$ cat src/rtl/conv2_pingpong_ctrl.sv
// rtl/conv2_pingpong_ctrl.sv - ping-pong bank controller for the conv2 BRAM pair
// Producer fills one bank while the consumer drains the other; the block owns every BRAM pin.
module conv2_pingpong_ctrl #(
  parameter int ADDR_W = 12,
  parameter int DATA_W = 64,
  parameter int RD_LAT = 1
) (
  input  logic              clk,
  input  logic              rst_n,
  input  logic              wr_valid,
  output logic              wr_ready,
  input  logic [ADDR_W-1:0] wr_addr,
  input  logic [DATA_W-1:0] wr_data,
  input  logic              wr_last,
  input  logic              rd_valid,
  output logic              rd_ready,
  input  logic [ADDR_W-1:0] rd_addr,
  input  logic              rd_last,
  output logic [DATA_W-1:0] rd_data,
  output logic              rd_data_valid,
  output logic              we_arr1,
  output logic              we_arr2,
  output logic [ADDR_W-1:0] addr_arr1_1,
  output logic [ADDR_W-1:0] addr_arr1_2,
  output logic [ADDR_W-1:0] addr_arr2_1,
  output logic [ADDR_W-1:0] addr_arr2_2,
  output logic [DATA_W-1:0] din_arr1_1,
  output logic [DATA_W-1:0] din_arr1_2,
  output logic [DATA_W-1:0] din_arr2_1,
  output logic [DATA_W-1:0] din_arr2_2,
  input  logic [DATA_W-1:0] dout_arr1_1,
  input  logic [DATA_W-1:0] dout_arr2_1,
  output logic [1:0]        bank_full,
  output logic              ovf_err
);

  typedef enum logic [1:0] {
    S_EMPTY = 2'd0,
    S_FILL  = 2'd1,
    S_FULL  = 2'd2,
    S_DRAIN = 2'd3
  } bank_state_t;

  bank_state_t r_state0, r_state1;
  bank_state_t w_state0_nxt, w_state1_nxt;
  logic        r_wr_bank, r_rd_bank;
  logic        r_ovf;
  logic [RD_LAT-1:0] r_rd_vld;
  logic [RD_LAT-1:0] r_rd_tag;

  logic        w_wr_acc, w_rd_acc;
  logic        w_we0, w_we1, w_re0, w_re1;
  bank_state_t w_wr_state, w_rd_state;

  function automatic bank_state_t f_next(input bank_state_t cur, input logic wr_hit,
                                         input logic rd_hit, input logic wl, input logic rl);
    f_next = cur;
    case (cur)
      S_EMPTY, S_FILL: if (wr_hit) f_next = wl ? S_FULL : S_FILL;
      S_FULL, S_DRAIN: if (rd_hit) f_next = rl ? S_EMPTY : S_DRAIN;
      default:         f_next = cur;
    endcase
  endfunction

  assign w_wr_state = r_wr_bank ? r_state1 : r_state0;
  assign w_rd_state = r_rd_bank ? r_state1 : r_state0;
  assign wr_ready   = (w_wr_state == S_EMPTY) || (w_wr_state == S_FILL);
  assign rd_ready   = (w_rd_state == S_FULL)  || (w_rd_state == S_DRAIN);

  // Acceptance is masked during reset so no BRAM pin moves while rst_n is low.
  assign w_wr_acc = rst_n & wr_valid & wr_ready;
  assign w_rd_acc = rst_n & rd_valid & rd_ready;

  assign w_we0 = w_wr_acc & ~r_wr_bank;
  assign w_we1 = w_wr_acc &  r_wr_bank;
  assign w_re0 = w_rd_acc & ~r_rd_bank;
  assign w_re1 = w_rd_acc &  r_rd_bank;

  always_comb begin
    w_state0_nxt = r_state0;
    w_state1_nxt = r_state1;
    w_state0_nxt = f_next(r_state0, w_we0, w_re0, wr_last, rd_last);
    w_state1_nxt = f_next(r_state1, w_we1, w_re1, wr_last, rd_last);
  end

  always_ff @(posedge clk) begin
    if (!rst_n) begin
      r_state0  <= S_EMPTY;
      r_state1  <= S_EMPTY;
      r_wr_bank <= 1'b0;
      r_rd_bank <= 1'b0;
      r_ovf     <= 1'b0;
    end else begin
      r_state0 <= w_state0_nxt;
      r_state1 <= w_state1_nxt;
      if (w_wr_acc && wr_last) r_wr_bank <= ~r_wr_bank;
      if (w_rd_acc && rd_last) r_rd_bank <= ~r_rd_bank;
      r_ovf <= r_ovf | (wr_valid & ~wr_ready) | (rd_valid & ~rd_ready);
    end
  end

  // Valid/tag pipeline matches the BRAM read latency so rd_data muxes the right dout.
  always_ff @(posedge clk) begin
    if (!rst_n) begin
      r_rd_vld <= '0;
      r_rd_tag <= '0;
    end else begin
      r_rd_vld[0] <= w_rd_acc;
      r_rd_tag[0] <= r_rd_bank;
      for (int i = 1; i < RD_LAT; i++) begin
        r_rd_vld[i] <= r_rd_vld[i-1];
        r_rd_tag[i] <= r_rd_tag[i-1];
      end
    end
  end

  assign rd_data_valid = r_rd_vld[RD_LAT-1];
  assign rd_data       = r_rd_tag[RD_LAT-1] ? dout_arr2_1 : dout_arr1_1;

  assign we_arr1     = w_we0;
  assign we_arr2     = w_we1;
  assign addr_arr1_1 = w_we0 ? wr_addr : (w_re0 ? rd_addr : '0);
  assign addr_arr1_2 = addr_arr1_1;
  assign addr_arr2_1 = w_we1 ? wr_addr : (w_re1 ? rd_addr : '0);
  assign addr_arr2_2 = addr_arr2_1;
  assign din_arr1_1  = w_we0 ? wr_data : '0;
  assign din_arr1_2  = din_arr1_1;
  assign din_arr2_1  = w_we1 ? wr_data : '0;
  assign din_arr2_2  = din_arr2_1;

  assign bank_full[0] = (r_state0 == S_FULL) || (r_state0 == S_DRAIN);
  assign bank_full[1] = (r_state1 == S_FULL) || (r_state1 == S_DRAIN);
  assign ovf_err      = r_ovf;

endmodule

$ cat config.mk
export PLATFORM = sky130hd
export DESIGN_NAME = conv2_pingpong_ctrl
export DESIGN_NICKNAME = d
export VERILOG_FILES = /design/src/rtl/conv2_pingpong_ctrl.sv
export SDC_FILE = /design/constraint.sdc
export NUM_CORES = 1
export LEC_CHECK = 0
export BUFFER_PORTS_ARGS = -buffer_cell sky130_fd_sc_hd__buf_2
export CAP_MARGIN = 5
export CORE_AREA = 2 2 232 234
export DETAILED_ROUTE_END_ITERATION = 7
export DIE_AREA = 0 0 234 236
export PLACE_DENSITY = 0.3
export SYNTH_ARGS = -nofsm -noshare
export SYNTH_HDL_FRONTEND = slang
export SYNTH_SLANG_ARGS = --single-unit
$ cat constraint.sdc
create_clock -name clk -period 2 [get_ports clk]
set_input_delay 0.1 -clock clk [delete_from_list [all_inputs] [get_ports clk]]
set_output_delay 0.1 -clock clk [all_outputs]
set_load 0.005 [all_outputs]
# Word-level counts from Yosys, hierarchy flattened
# Cells that the tools add are included.
# W data, S select, Z words.
[word_totals]
register_bits = 9
input_bits = 222
output_inout_bits = 376
word_cells = 68
[op_classes]
eq_ne = 13
muxes = 17
reduce_logical = 15
bitwise = 16
[op_table]
columns = ["cell", "n"]
rows = [
  ["$mux W64", 3],
  ["$mux W12", 4],
  ["$mux W2", 8],
  ["$eq A2 B2 Y1 const B", 6],
  ["$and A1 B1 Y1", 10],
  ["$ne A2 B2 Y1 const B", 4],
  ["$pmux W2 S2", 2],
  ["$reduce_or A2 Y1", 4],
  ["$eq A2 B1 Y1 const B", 3],
  ["$logic_not A2 Y1", 3],
  ["$logic_or A1 B1 Y1", 4],
  ["$not A1 Y1", 4],
  ["$reduce_and A2 Y1", 2],
  ["$logic_and A1 B1 Y1", 2],
  ["$or A1 B1 Y1", 2],
]

# Depth between registers and ports, before layout
# Gate-level depths: netlist of the first run.
[logic_depth]
depth_word = 7
mapped_depth = 6
ltp_nobuf = 3

# Least setup slack after synthesis of the first run
# No wires, ideal clock.
[synth_path]
path_type = "flip-flop to output port"
startpoint = "reg r_state0[1]"
endpoint = "out din_arr1_2[10]"
path_buffers = 4
t_required_ps = 1900
t_arrival_ps = 1301
path_slack_ps = 599
stages_incl_launch_ff = 7
path_cell_list = "dfxtp_1 buf_6 nor4bb_1 buf_4 clkbuf_1 and2_1 buf_4"
[synth_via]
elab_chain_cells = 6
elab_cells_between_ends = 7
cone_classes = "1 x eq/ne; 2 x mux; 2 x bitwise; 2 x reduce/logical"
[synth_lines]
columns = ["element", "line_no", "rtl"]
rows = [
  ["start: declaration", "44", "bank_state_t r_state0, r_state1;"],
  ["start signal: assignment", "94", "r_state0 <= w_state0_nxt;"],
  ["$mux W2 (*)", "65", "assign w_wr_state = r_wr_bank ? r_state1 : r_state0;"],
  ["$eq A2 B1 Y1 / $logic_not A2 Y1 (equally long branches)", "67", "assign wr_ready = (w_wr_state == S_EMPTY) || (w_wr_state == S_FILL);"],
  ["$logic_or A1 B1 Y1 (*)", "67", ""],
  ["$and A1 B1 Y1 (*)", "71", "assign w_wr_acc = rst_n & wr_valid & wr_ready;"],
  ["$and A1 B1 Y1 (*)", "74", "assign w_we0 = w_wr_acc & ~r_wr_bank;"],
  ["$mux W64 (*)", "126", "assign din_arr1_1 = w_we0 ? wr_data : '0;"],
  ["end: declaration", "28", "output logic [DATA_W-1:0] din_arr1_2,"],
]
# Every way passes the cells marked *; elsewhere a longest branch is shown, timed or not.

# Worst setup path in the final report of the first run
[layout_path]
startpoint = "reg r_state0[1]"
endpoint = "out addr_arr1_2[3]"
[layout_via]
elab_chain_cells = 7
elab_cells_between_ends = 14
cone_classes = "3 x eq/ne; 4 x mux; 4 x bitwise; 3 x reduce/logical"
[layout_lines]
columns = ["element", "line_no", "rtl"]
rows = [
  ["$mux W2", "66", "assign w_rd_state = r_rd_bank ? r_state1 : r_state0;"],
  ["$eq A2 B2 Y1", "68", "assign rd_ready = (w_rd_state == S_FULL) || (w_rd_state == S_DRAIN);"],
  ["$logic_or A1 B1 Y1", "68", ""],
  ["$and A1 B1 Y1", "72", "assign w_rd_acc = rst_n & rd_valid & rd_ready;"],
  ["$and A1 B1 Y1", "76", "assign w_re0 = w_rd_acc & ~r_rd_bank;"],
  ["$mux W12", "122", "assign addr_arr1_1 = w_we0 ? wr_addr : (w_re0 ? rd_addr : '0);"],
  ["$mux W12 (*)", "122", ""],
  ["end: declaration", "24", "output logic [ADDR_W-1:0] addr_arr1_2,"],
]
# Marked as above.

==> impl_metrics.ini, run 1 <==
[sta]
setup_viol = 0
rsz0062_at_grt = no
fin_crit_ns = 1.846
report.final.slew_viol_count = 0
max_slew_margin_pct = 72.69
setup-tns-final_ns = 0
timing.hold.ws_ns = 0.1139
max_slew.worst_pin.slew_ns = 0.4097
clock.fmax_ghz = 0.5417
skew_ns = 0.0008787
hold_viol = 0
period_share_pct = 92.30

[global_route]
grtUsageTotal_pct = 7.411
antenna_found_initial = 8
gr-total-overflow = 0
grt_pass1_wl_um = 29550
grt_start_max_net_pins = 79
first_global_vias = 4400

[clock_tree]
hold_buffers = 0
cts_resized = 0
cts_tree = yes
postCtsSetupBuffers = 0
cts.clk_slew.worst_paths_ns = 0.04
cts_sinks = 7
htreeDepth = 1
clock_latency_ns = 0.23
clockBufferDepth = 2
ctsRootBufferMaster = clkbuf_16
cts_buffers = 3

[yosys]
syn_area_um2 = 3357
netlist_instances = 432
ys_top_cells_by_area = buf_4, and2_1, mux2_2
syn_avg_cell_area_um2 = 7.771
ys_types = 25
ys_ff_latch = 7
yosys.area.top_type_share_pct = 34.22
seq_area_frac_synth_pct = 4.174
syn_nets = 654
yosysTopAreaCell = buf_4
yosys_warnings = 0

[critical_path]
slowest_delay_ns = 0.38
cp_slowest_cell = dfxtp_1
start_kind = register
cp_data_arrival_time_ns = 1.75
crit_fanout = 78
end_kind = output pin
r2r_setup_slack_ns = 0.64
r2r-end = r_state0[1]$_SDFFE_PN0P_
cp.required_ns = 1.90
r2r-start = r_state0[1]$_SDFFE_PN0P_
rr_worst_depth = 4
crit_type = reg2out
cp_cell_sequence = nor4bb_4, buf_12, a22o_1, buf_2

[pwr]
intPower_mw = 0.8643
power.share.clock_pct = 25.5
ir_drop_v = 0.0002289
pwr-share-comb_pct = 63.0
seqPwrFrac_pct = 11.5
switching_share_pct = 35.58
p_switching_mw = 0.4774
leakagePower_nw = 3.701
power.density_nw_per_um2 = 220.3

[floorplanning]
core_area_um2 = 53070
die_y_um = 236
rows = 85
io_pins = 598
die_area_um2 = 55220
start_util_pct = 6.326
die_w_um = 234

[cells_and_area]
fillers = 6207
multi_input_area_um2 = 1918
regArea_um2 = 141.4
finalInstanceArea_um2 = 6091
nets = 1077
area_growth_pct = 81.44
layout-drive-gt1-share_pct = 79.27

[drt]
wl_per_cell_um = 14.86
firstDrtPassIters = 4
drt_wl_total_um = 23070
ant_nets = 0
drt-vias-per-instance = 2.941
vias = 4568
drc = 0
drt_first_iter_violations = 106

[placed_design]
place.port_buffers = 597
dpl.hpwl_um = 20600
gp_congestion = 0.7800
placed_area_um2 = 6005

[hold_path]
hold_path.class = in2reg
min_from = rd_last
min_path_cells = 2
min_to = r_state0[1]$_SDFFE_PN0P_

[outcome]
status = finished clean

[job]
drv_cap = 0
## worst max-delay path: cells and delay by family (launching register included)
family	cells	cell delay [ns]
DFF	1	0.38
AOI/OAI and AO/OA	1	0.26
and+or+nand+nor	1	0.34
buffers and inverters	2	0.41
## through the flow
step | worst slack, ns | util, % | instances | power (mW)
finish | 0.1540 | 11.48 | 1553 | 1.342
global route | 0.06899 | 11.47 | 1552 | 1.451
CTS | 0.1690 | 11.46 | 1550 | 1.381
detailed placement | 0.4144 | 11.31 | 1546 | 1.029
global placement | 0.4076 | 11.31 | 1546 | 1.036
floorplan | 0.5987 | - | 432 | 0.5518
## flip-flops by register name, summed over array words and instances (netlist names)
| name | count |
|---|---|
| rd_data_valid | 1 |
| r_state0 | 1 |
| r_rd_bank | 1 |
| ovf_err | 1 |
| r_rd_tag | 1 |
| r_state1 | 1 |
| r_wr_bank | 1 |
## cell usage after synthesis, drive strengths merged
cell    number
dfxtp        7
and4         1
nand3        1
nor2b        1
inv          1
a211oi       1
nor4bb       1
nand2        5
and2       129
and4b        2
nor2         1
and3         1
a21oi        1
a21o         1
buf        171
clkbuf      14
a22o        25
mux2        65
o221a        1
o221ai       1
mux2i        1
nand2b       1
## worst max path at each step
stage,from,endpoint,slack [ns],cells after the start
after global routing,r_state0[1]$_SDFFE_PN0P_,din_arr1_1[28],0.07,4
after floorplan,r_state0[1]$_SDFFE_PN0P_,din_arr1_2[10],0.60,6
after global placement,r_state0[1]$_SDFFE_PN0P_,din_arr1_1[49],0.41,4
final,r_state0[1]$_SDFFE_PN0P_,addr_arr1_2[3],0.15,4
after CTS,r_state0[1]$_SDFFE_PN0P_,din_arr1_1[28],0.17,4
after detailed placement,r_state0[1]$_SDFFE_PN0P_,din_arr1_1[28],0.41,4
## placed cells by master (no fill, tap or decap)
master / count
mux2i_1: 1
dfxtp_2: 1
inv_1: 1
and4b_1: 1
nor4bb_4: 1
mux2_2: 65
clkbuf_16: 3
nand2b_1: 1
and4b_2: 1
nand3_1: 1
clkbuf_1: 1
o221ai_1: 1
nor2b_1: 1
a22o_1: 25
nor2_1: 1
and3_1: 1
buf_12: 3
a211oi_2: 1
buf_4: 3
a21o_1: 1
and2_1: 129
dfxtp_1: 6
a21oi_2: 1
o221a_2: 1
diode_2: 3
buf_2: 597
and4_1: 1
nand2_1: 5
## cell families after synthesis
family / synth area share, %
AO/OA/AOI/OAI: 7.976
buffers and inverters: 39.17
flip-flops: 4.174
multiplexers: 22.10
AND/OR/NAND/NOR: 26.57
## power groups by stage
stage          registers [mW]  logic, mW  clock network (mW)
6_report                0.155      0.845               0.342
5_1_grt                 0.156      0.936               0.359
4_1_cts                 0.155      0.876               0.349
3_5_place_dp            0.157      0.872                   0
3_3_place_gp            0.157      0.879                   0
2_1_floorplan           0.153      0.398                   0
## area by class of cell
class | instances | area share (%)
diodes | 3 | 0.1233
well taps | 696 | 14.30
inverters | 1 | 0.06163
multi-input cells | 239 | 31.49
clock buffers | 4 | 1.294
repair buffers | 603 | 50.41
flip-flops and latches | 7 | 2.321
## routing by layer
metal | up-vias | global-route usage (%) | routed length [um]
met2 | 364 | 16.15 | 13270
met5 | - | 0 | 13
met1 | 2077 | 6.868 | 7501
met3 | 14 | 1.378 | 2091
met4 | 2 | 1.247 | 192
li1 | 2111 | - | -
No activity file was read; power rests on OpenSTA's default activity.
==> inputs of run 2 (changes only) <==
Settings changed: CTS_BUF_LIST set to sky130_fd_sc_hd__clkbuf_8.
==> run 2 against run 1 <==
- register-to-register slack about the same
- cell count about the same
- first-iteration DRC count down 6.6%
- clock skew about the same
- setup slack better by 0.0012 ns
- highest routed layer unchanged
==> impl_metrics.ini, run 2 (synthesis gave the netlist of run 1 again) <==
[clock_tree]
cts_resized = 0
clock_latency_ns = 0.23
cts.clk_slew.worst_paths_ns = 0.04
hold_buffers = 0
cts_tree = yes
cts_buffers = 3
postCtsSetupBuffers = 0
clockBufferDepth = 2
cts_sinks = 7
htreeDepth = 1
ctsRootBufferMaster = clkbuf_8

[global_route]
first_global_vias = 4408
grt_start_max_net_pins = 79
grtUsageTotal_pct = 7.414
gr-total-overflow = 0
antenna_found_initial = 9
grt_pass1_wl_um = 29580

[outcome]
status = finished clean

[floorplanning]
rows = 85
start_util_pct = 6.326
core_area_um2 = 53070
io_pins = 598
die_w_um = 234
die_y_um = 236
die_area_um2 = 55220

[drt]
drt_first_iter_violations = 99
drt_wl_total_um = 23080
wl_per_cell_um = 14.85
ant_nets = 0
drc = 0
firstDrtPassIters = 4
vias = 4592
drt-vias-per-instance = 2.955

[pwr]
ir_drop_v = 0.0001443
leakagePower_nw = 3.690
power.density_nw_per_um2 = 197.8
total_power_mw = 1.199

[critical_path]
crit_buf_inv = 2
start_kind = register
cp_cell_sequence = nor4bb_4, buf_12, a22o_1, buf_2
slowest_delay_ns = 0.38
cp_data_arrival_time_ns = 1.74
end_kind = output pin
cp.required_ns = 1.90
cp_top_family = buffers and inverters
cp_slowest_cell = dfxtp_1
crit_type = reg2out
crit_fanout = 78

[placed_design]
dpl.hpwl_um = 20600
place.port_buffers = 597
gp_congestion = 0.7800
place_inst = 1546

[cells_and_area]
regArea_um2 = 141.4
multi_input_area_um2 = 1918
fillers = 6207
area_growth_pct = 80.51
finalNonFillerCells = 1554
mostFrequentLayoutCells = buf_2, and2_1, mux2_2
mostFrequentLayoutCell = buf_2
layout-drive-gt1-share_pct = 79.27
nets = 1077

[sta]
rsz0062_at_grt = no
fin_crit_ns = 1.845
hold_viol = 0
period_share_pct = 92.24
skew_ns = 0.0007068
report.final.slew_viol_count = 0
max_slew.worst_pin.slew_ns = 0.4060
clock.fmax_ghz = 0.5421
setup-tns-final_ns = 0
setup_viol = 0
max_slew_margin_pct = 72.93

[job]
drv_cap = 0

[hold_path]
hold_path.class = in2reg
run 2: layout make-up:
cell class / count / share of cell area [%]
antenna: 4 / 0.1652
clock buffer: 3 / 0.6814
clock inverter: 1 / 0.06195
inverter: 1 / 0.06195
multi-input combinational: 239 / 31.65
sequential: 7 / 2.333
tap: 696 / 14.37
timing repair buffer: 603 / 50.67
run 2: worst paths after layout:
kind / endpoint / from / slack (ns) / cells after the start
worst max-delay path: addr_arr1_2[3] / r_state0[1]$_SDFFE_PN0P_ / 0.16 / 4
worst min-delay path: r_state0[1]$_SDFFE_PN0P_ / rd_last / 0.12 / 2
worst max register to register: r_state0[1]$_SDFFE_PN0P_ / r_state0[1]$_SDFFE_PN0P_ / 0.63 / 4
worst min register to register: ovf_err$_SDFF_PN0_ / ovf_err$_SDFF_PN0_ / 0.47 / 2
run 2: per-stage QoR:
step                instance area, um^2  setup slack [ns]  utilization (%)  hold slack, ns
floorplan                          3357            0.5987                -          0.1851
global placement                   6005            0.4076            11.31          0.3673
detailed placement                 6005            0.4144            11.31          0.3536
CTS                                6050            0.1673            11.40          0.1114
global route                       6057           0.06508            11.41          0.1146
finish                             6060            0.1552            11.42          0.1156
run 2: per-layer routing:
metal  GRT usage [%]  up-vias  share of wire (%)
li1                -     2115                  -
met1           6.824     2099                 32
met2           16.05      362                 58
met3           1.426       14                9.1
met4           1.534        2               0.85
met5               0        -              0.056
run 2: power breakdown:
part,internal (mW),switching [mW],total (mW)
Sequential,0.147,0.00776,0.154
Combinational,0.452,0.393,0.845
Clock,0.133,0.0661,0.199
